**src/rtl/seq_alu.sv**
```systemverilog
// seq_alu: execute-stage ALU with valid/ready handshake, registered result,
// single-cycle base ops and an iterative shift-add / restoring-divide engine.
module seq_alu #(
  parameter int unsigned XLEN = 32,
  parameter int unsigned SHW  = $clog2(XLEN)
) (
  input  logic            clk,
  input  logic            rst,
  input  logic            flush,
  input  logic            in_valid,
  output logic            in_ready,
  input  logic [XLEN-1:0] r1,
  input  logic [XLEN-1:0] r2,
  input  logic [3:0]      alu_control,
  output logic            out_valid,
  input  logic            out_ready,
  output logic [XLEN-1:0] alu_result,
  output logic            busy
);

  localparam int unsigned CW = $clog2(XLEN + 1);

  localparam logic [3:0] OP_ADD   = 4'b0000;
  localparam logic [3:0] OP_SLL   = 4'b0001;
  localparam logic [3:0] OP_SLT   = 4'b0010;
  localparam logic [3:0] OP_SLTU  = 4'b0011;
  localparam logic [3:0] OP_XOR   = 4'b0100;
  localparam logic [3:0] OP_SRL   = 4'b0101;
  localparam logic [3:0] OP_OR    = 4'b0110;
  localparam logic [3:0] OP_AND   = 4'b0111;
  localparam logic [3:0] OP_SUB   = 4'b1000;
  localparam logic [3:0] OP_SRA   = 4'b1001;
  localparam logic [3:0] OP_MUL   = 4'b1010;
  localparam logic [3:0] OP_MULHU = 4'b1011;
  localparam logic [3:0] OP_DIV   = 4'b1100;
  localparam logic [3:0] OP_DIVU  = 4'b1101;
  localparam logic [3:0] OP_REM   = 4'b1110;
  localparam logic [3:0] OP_REMU  = 4'b1111;

  typedef enum logic {S_IDLE, S_BUSY} state_e;

  state_e          state_q;
  logic            out_valid_q;
  logic [XLEN-1:0] result_q;
  logic [XLEN-1:0] hi_q, lo_q, opb_q;
  logic [CW-1:0]   cnt_q;
  logic [3:0]      op_q;
  logic            neg_q;

  logic            accept;
  logic            div0;
  logic            iter_start;
  logic [XLEN-1:0] sc_result_d;
  logic            signed_div;
  logic [XLEN-1:0] a_mag, b_mag;
  logic            neg_d;
  logic [XLEN-1:0] lo_start_d, opb_start_d;

  logic            is_mul;
  logic            take_hi;
  logic [XLEN:0]   mul_sum;
  logic [XLEN:0]   div_shift, div_diff;
  logic            div_ge;
  logic [XLEN-1:0] hi_d, lo_d;
  logic [XLEN-1:0] raw_d, fin_d;

  // Handshake and status outputs
  assign in_ready   = (state_q == S_IDLE) && (!out_valid_q || out_ready) && !flush;
  assign accept     = in_valid && in_ready;
  assign out_valid  = out_valid_q;
  assign alu_result = result_q;
  assign busy       = (state_q == S_BUSY);

  // Divide-by-zero resolves immediately; other M ops go to the engine
  assign div0       = (alu_control[3:2] == 2'b11) && (r2 == '0);
  assign iter_start = (alu_control >= OP_MUL) && !div0;

  // Single-cycle result, including the divide-by-zero outcomes
  always_comb begin
    sc_result_d = '0;
    case (alu_control)
      OP_ADD:  sc_result_d = r1 + r2;
      OP_SLL:  sc_result_d = r1 << r2[SHW-1:0];
      OP_SLT:  sc_result_d = {{(XLEN-1){1'b0}}, ($signed(r1) < $signed(r2))};
      OP_SLTU: sc_result_d = {{(XLEN-1){1'b0}}, (r1 < r2)};
      OP_XOR:  sc_result_d = r1 ^ r2;
      OP_SRL:  sc_result_d = r1 >> r2[SHW-1:0];
      OP_OR:   sc_result_d = r1 | r2;
      OP_AND:  sc_result_d = r1 & r2;
      OP_SUB:  sc_result_d = r1 - r2;
      OP_SRA:  sc_result_d = $unsigned($signed(r1) >>> r2[SHW-1:0]);
      OP_DIV,
      OP_DIVU: sc_result_d = '1;
      OP_REM,
      OP_REMU: sc_result_d = r1;
      default: sc_result_d = '0;
    endcase
  end

  // Engine load values: operand magnitudes and the deferred sign fix
  always_comb begin
    signed_div  = (alu_control == OP_DIV) || (alu_control == OP_REM);
    a_mag       = (signed_div && r1[XLEN-1]) ? ('0 - r1) : r1;
    b_mag       = (signed_div && r2[XLEN-1]) ? ('0 - r2) : r2;
    neg_d       = 1'b0;
    if (alu_control == OP_DIV) neg_d = r1[XLEN-1] ^ r2[XLEN-1];
    if (alu_control == OP_REM) neg_d = r1[XLEN-1];
    lo_start_d  = (alu_control[3:1] == 3'b101) ? r2 : a_mag;
    opb_start_d = (alu_control[3:1] == 3'b101) ? r1 : b_mag;
  end

  // One engine step: shift-add multiply or restoring divide on {hi, lo}
  always_comb begin
    is_mul    = (op_q[3:1] == 3'b101);
    mul_sum   = {1'b0, hi_q} + (lo_q[0] ? {1'b0, opb_q} : {(XLEN+1){1'b0}});
    div_shift = {hi_q, lo_q[XLEN-1]};
    div_diff  = div_shift - {1'b0, opb_q};
    div_ge    = !div_diff[XLEN];
    if (is_mul) begin
      hi_d = mul_sum[XLEN:1];
      lo_d = {mul_sum[0], lo_q[XLEN-1:1]};
    end else begin
      hi_d = div_ge ? div_diff[XLEN-1:0] : div_shift[XLEN-1:0];
      lo_d = {lo_q[XLEN-2:0], div_ge};
    end
    take_hi = (op_q == OP_MULHU) || (op_q == OP_REM) || (op_q == OP_REMU);
    raw_d   = take_hi ? hi_d : lo_d;
    fin_d   = neg_q ? ('0 - raw_d) : raw_d;
  end

  // Control FSM, engine registers and registered result
  always_ff @(posedge clk or posedge rst) begin
    if (rst) begin
      state_q     <= S_IDLE;
      out_valid_q <= 1'b0;
      result_q    <= '0;
      hi_q        <= '0;
      lo_q        <= '0;
      opb_q       <= '0;
      cnt_q       <= '0;
      op_q        <= '0;
      neg_q       <= 1'b0;
    end else if (flush) begin
      state_q     <= S_IDLE;
      out_valid_q <= 1'b0;
      cnt_q       <= '0;
    end else begin
      if (out_valid_q && out_ready) out_valid_q <= 1'b0;
      case (state_q)
        S_IDLE: begin
          if (accept) begin
            if (iter_start) begin
              state_q <= S_BUSY;
              cnt_q   <= CW'(XLEN);
              op_q    <= alu_control;
              neg_q   <= neg_d;
              hi_q    <= '0;
              lo_q    <= lo_start_d;
              opb_q   <= opb_start_d;
            end else begin
              result_q    <= sc_result_d;
              out_valid_q <= 1'b1;
            end
          end
        end
        S_BUSY: begin
          hi_q  <= hi_d;
          lo_q  <= lo_d;
          cnt_q <= cnt_q - CW'(1);
          if (cnt_q == CW'(1)) begin
            state_q     <= S_IDLE;
            result_q    <= fin_d;
            out_valid_q <= 1'b1;
          end
        end
        default: state_q <= S_IDLE;
      endcase
    end
  end

endmodule

```
**config.mk**
```make
export PLATFORM = sky130hd
export DESIGN_NAME = seq_alu
export DESIGN_NICKNAME = d
export VERILOG_FILES = /design/src/rtl/seq_alu.sv
export SDC_FILE = /design/constraint.sdc
export NUM_CORES = 1
export LEC_CHECK = 0
export ABC_AREA = 1
export CAP_MARGIN = 10
export CORE_ASPECT_RATIO = 1.75
export CORE_UTILIZATION = 62
export DETAILED_ROUTE_END_ITERATION = 7
export GPL_ROUTABILITY_DRIVEN = 0
export PLACE_DENSITY = 0.83
export SETUP_SLACK_MARGIN = 0.2
export SYNTH_ARGS = -nofsm -noshare
export SYNTH_HDL_FRONTEND = slang
export SYNTH_SLANG_ARGS = --single-unit
```
**constraint.sdc**
```tcl
create_clock -name clk -period 4.9 [get_ports clk]
set_clock_uncertainty 0.2 [all_clocks]
set_input_delay 0.49 -clock clk [delete_from_list [all_inputs] [get_ports clk]]
set_output_delay 0.49 -clock clk [all_outputs]
set_load 0.01 [all_outputs]
```
==> metrics.md, run 1 <==
| Metric | Value |
|---|---|
| Largest net degree at the start of global routing | 74 |
| # resized after CTS | 0 |
| Gr usage total | 0.6815 |
| Post-Synth XOR/XNOR Area | 0.01406 |
| Register area share after synthesis | 0.1490 |
| Post-synth EDFFs | 0 |
| Synthesized area | 0.02367 mm² |
| Num ports | 108 |
| GRT overflow | 253 |
| Compound-gate portion of the synthesized area | 0.2492 |
| Vias in the first global route | 32683 |
| Post-CTS setup buffer count | 0 |
| Stopping stage | global routing (5_1_grt) |
| Synth cell types | 67 |
| First-pass GRT wire length | 204900 µm |
| Initial core utilization | 0.6290 |
| Cells after synthesis | 4199 |
| Syn nets | 4442 |
| Err | [ERROR GRT-0116] Global routing finished with congestion. Check the congestion regions in the DRC Viewer. |
| Row count | 94 |
| Die width | 149.7 µm |
| Die height | 260.5 µm |
| Status | did not finish |
| Htree depth | 4 |
| Synthesized flop and latch total | 141 |
| Ys async rst share | 1.000 |
| Worst-case clock buffer depth | 2 |
| Number of port buffers | 107 |
| Clock Sinks | 141 |
| Main flop type after synthesis | dfrtp_1 |
| Synth Area in Adders | 0.09112 |
| Cts hold-fix bufs | 0 |
| Simple-gate share of the synthesized area | 0.3695 |
| Cts bufs inserted | 17 |
| Post-synthesis mux area share | 0.005497 |
| HPWL Detailed | 85050 µm |
| Syn_area_per_cell | 5.638 µm² |
| Synth warn | 0 |
| Main combinational cell family by area after synthesis | simple AND/OR/NAND/NOR gates |
| CTS root buf | clkbuf_16 |
==> per-stage QoR <==
| step | instances | setup slack, ns | cell area [µm²] | util |
|---|---|---|---|---|
| 2_1_floorplan | 4199 | 0.4288 | 23670 | - |
| 3_5_place_dp | 4683 | 0.3316 | 25350 | 0.6735 |
| 4_1_cts | 4715 | 0.3055 | 25910 | 0.6885 |
| 3_3_place_gp | 4683 | 0.4029 | 25350 | 0.6735 |
==> cell usage after synthesis, drive strengths merged, types with 11 or more instances <==
master | instances | area, µm²
nor4 | 24 | 150.1
o21ai | 419 | 2101
mux2i | 13 | 130.1
a21o | 13 | 97.59
nand3b | 16 | 120.1
ha | 166 | 2077
xor2 | 34 | 297.8
or2 | 30 | 187.7
nor2 | 378 | 1469
dfrtp | 141 | 3528
o211ai | 40 | 300.3
nor3 | 51 | 270.3
a31oi | 19 | 118.9
o221ai | 34 | 297.8
nand4 | 36 | 225.2
o22ai | 31 | 193.9
buf | 35 | 187.7
inv | 548 | 2057
clkbuf | 160 | 600.6
a2111oi | 11 | 96.34
nand3 | 332 | 1747
nand2 | 1179 | 4533
a21oi | 360 | 1809
o2111ai | 20 | 175.2
o21a | 16 | 120.1
==> cell families after synthesis <==
family / Yosys count
xor+xnor: 38
mux: 13
compound gates: 1033
fa+ha+maj: 170
simple gates: 2052
flops: 141
buf+inv: 752
==> routing by layer <==
| layer | GRT overflow | GRT usage |
|---|---|---|
| met4 | 93 | 0.6914 |
| met1 | 3 | 0.6897 |
| met3 | 4 | 0.4517 |
| met5 | 0 | 0.1167 |
| met2 | 153 | 0.8931 |
==> run 2: changes to the inputs <==
CORE_ASPECT_RATIO = unset   (was 1.75)
CORE_UTILIZATION = 40   (was 62)
PLACE_DENSITY = unset   (was 0.83)
PLACE_DENSITY_LB_ADDON = 0.15   (was unset)
SETUP_SLACK_MARGIN = unset   (was 0.2)
==> run 2 against run 1 <==
Compared with the run above:
- the flow now finishes, with violations (DRC)
- synthesized cell count stayed put
- synthesized area stayed put
==> metrics.md, run 2 <==
| Metric | Value |
|---|---|
| Final std cells w/o fill | 5056 |
| Max cap viols | 0 |
| GRT overflow | 0 |
| Ys async rst share | 1.000 (unchanged) |
| Tcrit/Tclk final | 0.9336 |
| Remaining DRCs | 21 |
| Synth cell types | 67 (unchanged) |
| Violations in the final reports | DRC |
| Worst Hold Endpoint | op_q[3] |
| Setup_tns | 0 ns |
| Htree depth | 4 (unchanged) |
| Synthesized flop and latch total | 141 (unchanged) |
| Most used cell, CP | nand2_1 |
| Post-synthesis mux area share | 0.005497 (unchanged) |
| Main flop type after synthesis | dfrtp_1 |
| Commonest cells post-synth | 1144 x nand2_1, 543 x inv_1, 411 x o21ai_0, 364 x nor2_1, 358 x a21oi_1 |
| RSZ-0062 raised after global routing | false |
| Crit path max fanout | 16 |
| Worst-case clock buffer depth | 2 (unchanged) |
| Levels on crit path | 26 |
| Die width | 245.3 µm (+64%) |
| Relative max-transition margin | 0.07807 |
| Compound-gate portion of the synthesized area | 0.2492 (unchanged) |
| Worst EP required | 5.10 ns |
| Vias per inst | 6.060 |
| Cts bufs inserted | 17 (unchanged) |
| Post-Synth XOR/XNOR Area | 0.01406 (unchanged) |
| Cells after synthesis | 4199 (unchanged) |
| Placed Cells | 5023 (+7.3%) |
| Post-layout instance area | 0.02675 mm² |
| Nets | 4521 |
| Vias in the first global route | 28134 |
| Number of max-slew violations in the final report | 0 |
| Setup violations, final | 0 |
| Hold Crit Start | op_q[3] |
| Core box area | 0.05814 mm² |
| Gr usage total | 0.3970 |
| Clk slew on worst S/H paths | 0.08 ns |
| First-pass GRT wire length | 178300 µm |
| Crit path DAT | 4.78 ns |
| Hold path cells | 1 |
| Total number of vias | 30638 |
| Antenna violations before repair | 1 |
| Top-area cell type share of the netlist area | 0.1814 (unchanged) |
| Syn_area_per_cell | 5.638 µm² (unchanged) |
| # resized after CTS | 0 (unchanged) |
| Hold Violations, Final | 0 |
| ANT nets after route | 0 |
| Status | complete, but fails checks |
| DP Area | 0.02607 mm² (+2.9%) |
| CP endpoint kind | flip-flop |
| Initial core utilization | 0.4072 (-0.2218) |
| Die height | 245.3 µm (-5.8%) |
| DIE AREA | 0.06016 mm² |
| Peak VDD IR | 300.0 µV |
| Slowest-stage cell, CP | fa_1 |
| CP top delay family | simple AND/OR/NAND/NOR gates |
| Row count | 88 (-6.4%) |
| DR pass1 iterations | 8 |
| Synthesized area | 0.02367 mm² (unchanged) |
| HPWL Detailed | 97150 µm (+14%) |
| R2r endpoint | alu_result[25] |
| Syn nets | 4442 (unchanged) |
| Yosys top cell by area | nand2_1 |
| Share of layout cells above drive strength 1 | 0.07061 |
| P&R area growth vs syn | 12.99% |
| WL final | 121500 µm |
| CP max stage delay | 0.39 ns |
| Detailed Route Iter0 Violations | 3718 |
| CTS tree | built |
| CP startpoint kind | flip-flop |
| Number of port buffers | 107 (unchanged) |
| Most numerous cell in the Yosys netlist | nand2_1 |
| Synth warn | 0 (unchanged) |
| Register area share after synthesis | 0.1490 (unchanged) |
| Highest-count cells in the layout ignoring fill and taps | 1144 x nand2_1, 540 x inv_1, 411 x o21ai_0 |
| CTS root buf | clkbuf_16 |
| Final Critical Period | 4.574 ns |
| Cts hold-fix bufs | 0 (unchanged) |
| Post-CTS setup buffer count | 0 (unchanged) |
| R2R Path Start | lo_q[31] |
| Crit Path Category | flip-flop to flip-flop |
| Num ports | 108 (unchanged) |
| Worst skew pair latency | 0.47 ns |
| Simple-gate share of the synthesized area | 0.3695 (unchanged) |
| Fmax achieved | 218.6 MHz |
| Largest net degree at the start of global routing | 90 |
| Main combinational cell family by area after synthesis | simple AND/OR/NAND/NOR gates |
| Diode count | 0 |
| R2r worst-path depth | 26 |
| Commonest non-fill, non-tap cell in the layout | nand2_1 |
| Leakage | 13.32 nW |
| DR WL/cell | 24.02 µm |
| Pwr dens | 454.8 mW/mm² |
| Reg2reg setup slack | 0.33 ns |
| Sum of buffers and inverters on the critical path | 3 |
| Area contributors post-synth | nand2_1 18%, dfrtp_1 15%, ha_1 8.8%, o21ai_0 8.7%, inv_1 8.6% |
| Synth Area in Adders | 0.09112 (unchanged) |
| Clock Sinks | 141 (unchanged) |
| Post-synth EDFFs | 0 (unchanged) |
| Hold Path Class | flip-flop to flip-flop |
| Slew @ Worst Pin | 1.368 ns |
[run 2: per-stage QoR]
stage	hold WS, ns	util	worst slack [ns]	power (mW)
floorplan	0.2400	-	0.4288	7.630
global placement	0.2579	0.4484	0.2483	10.34
detailed placement	0.2546	0.4485	0.2660	10.37
CTS	0.2790	0.4595	0.2535	11.86
global route	0.3088	0.4601	0.0004854	13.07
finish	0.2946	0.4601	0.3256	12.17
[run 2: layout make-up]
cell class              count  area, µm²
multi-input cells        3306      17350
repair buffers            255       2177
flip-flops and latches    141       3528
clock buffers              17      425.4
clock inverters            15      216.5
well taps                 765      957.2
fillers                  6415      31390
inverters                 557       2096
[run 2: logic make-up after synthesis]
group / count (synthesis)
flip-flops: 141
buffers and inverters: 752
AND/OR/NAND/NOR: 2052
XOR/XNOR: 38
AO/OA/AOI/OAI: 1033
multiplexers: 13
adder cells (fa/ha/maj): 170
[run 2: how the worst max path moves through the flow]
stage                   from             end  slack, ns
CTS                 lo_q[31]  alu_result[25]       0.25
detailed placement  lo_q[31]  alu_result[25]       0.27
finish              lo_q[31]  alu_result[25]       0.33
global route        lo_q[31]  alu_result[25]     0.0005
floorplan                rst   alu_result[0]       0.43
global placement    lo_q[31]  alu_result[25]       0.25
[run 2: per-layer routing]
metal / GRT usage / up-vias / part of all wire
met1: 0.4831 / 14014 / 0.37
met4: 0.2895 / 2 / 0.085
met2: 0.6105 / 1971 / 0.43
li1: - / 14127 / -
met3: 0.09316 / 524 / 0.12
met5: 0 / - / 0.00011
[run 2: report_power, final]
part	total, mW	internal, mW	switching [mW]
clock network	1.46	0.830	0.634
logic	8.68	2.71	5.97
registers	2.02	1.59	0.434
Power figures use the tool's default switching activity.
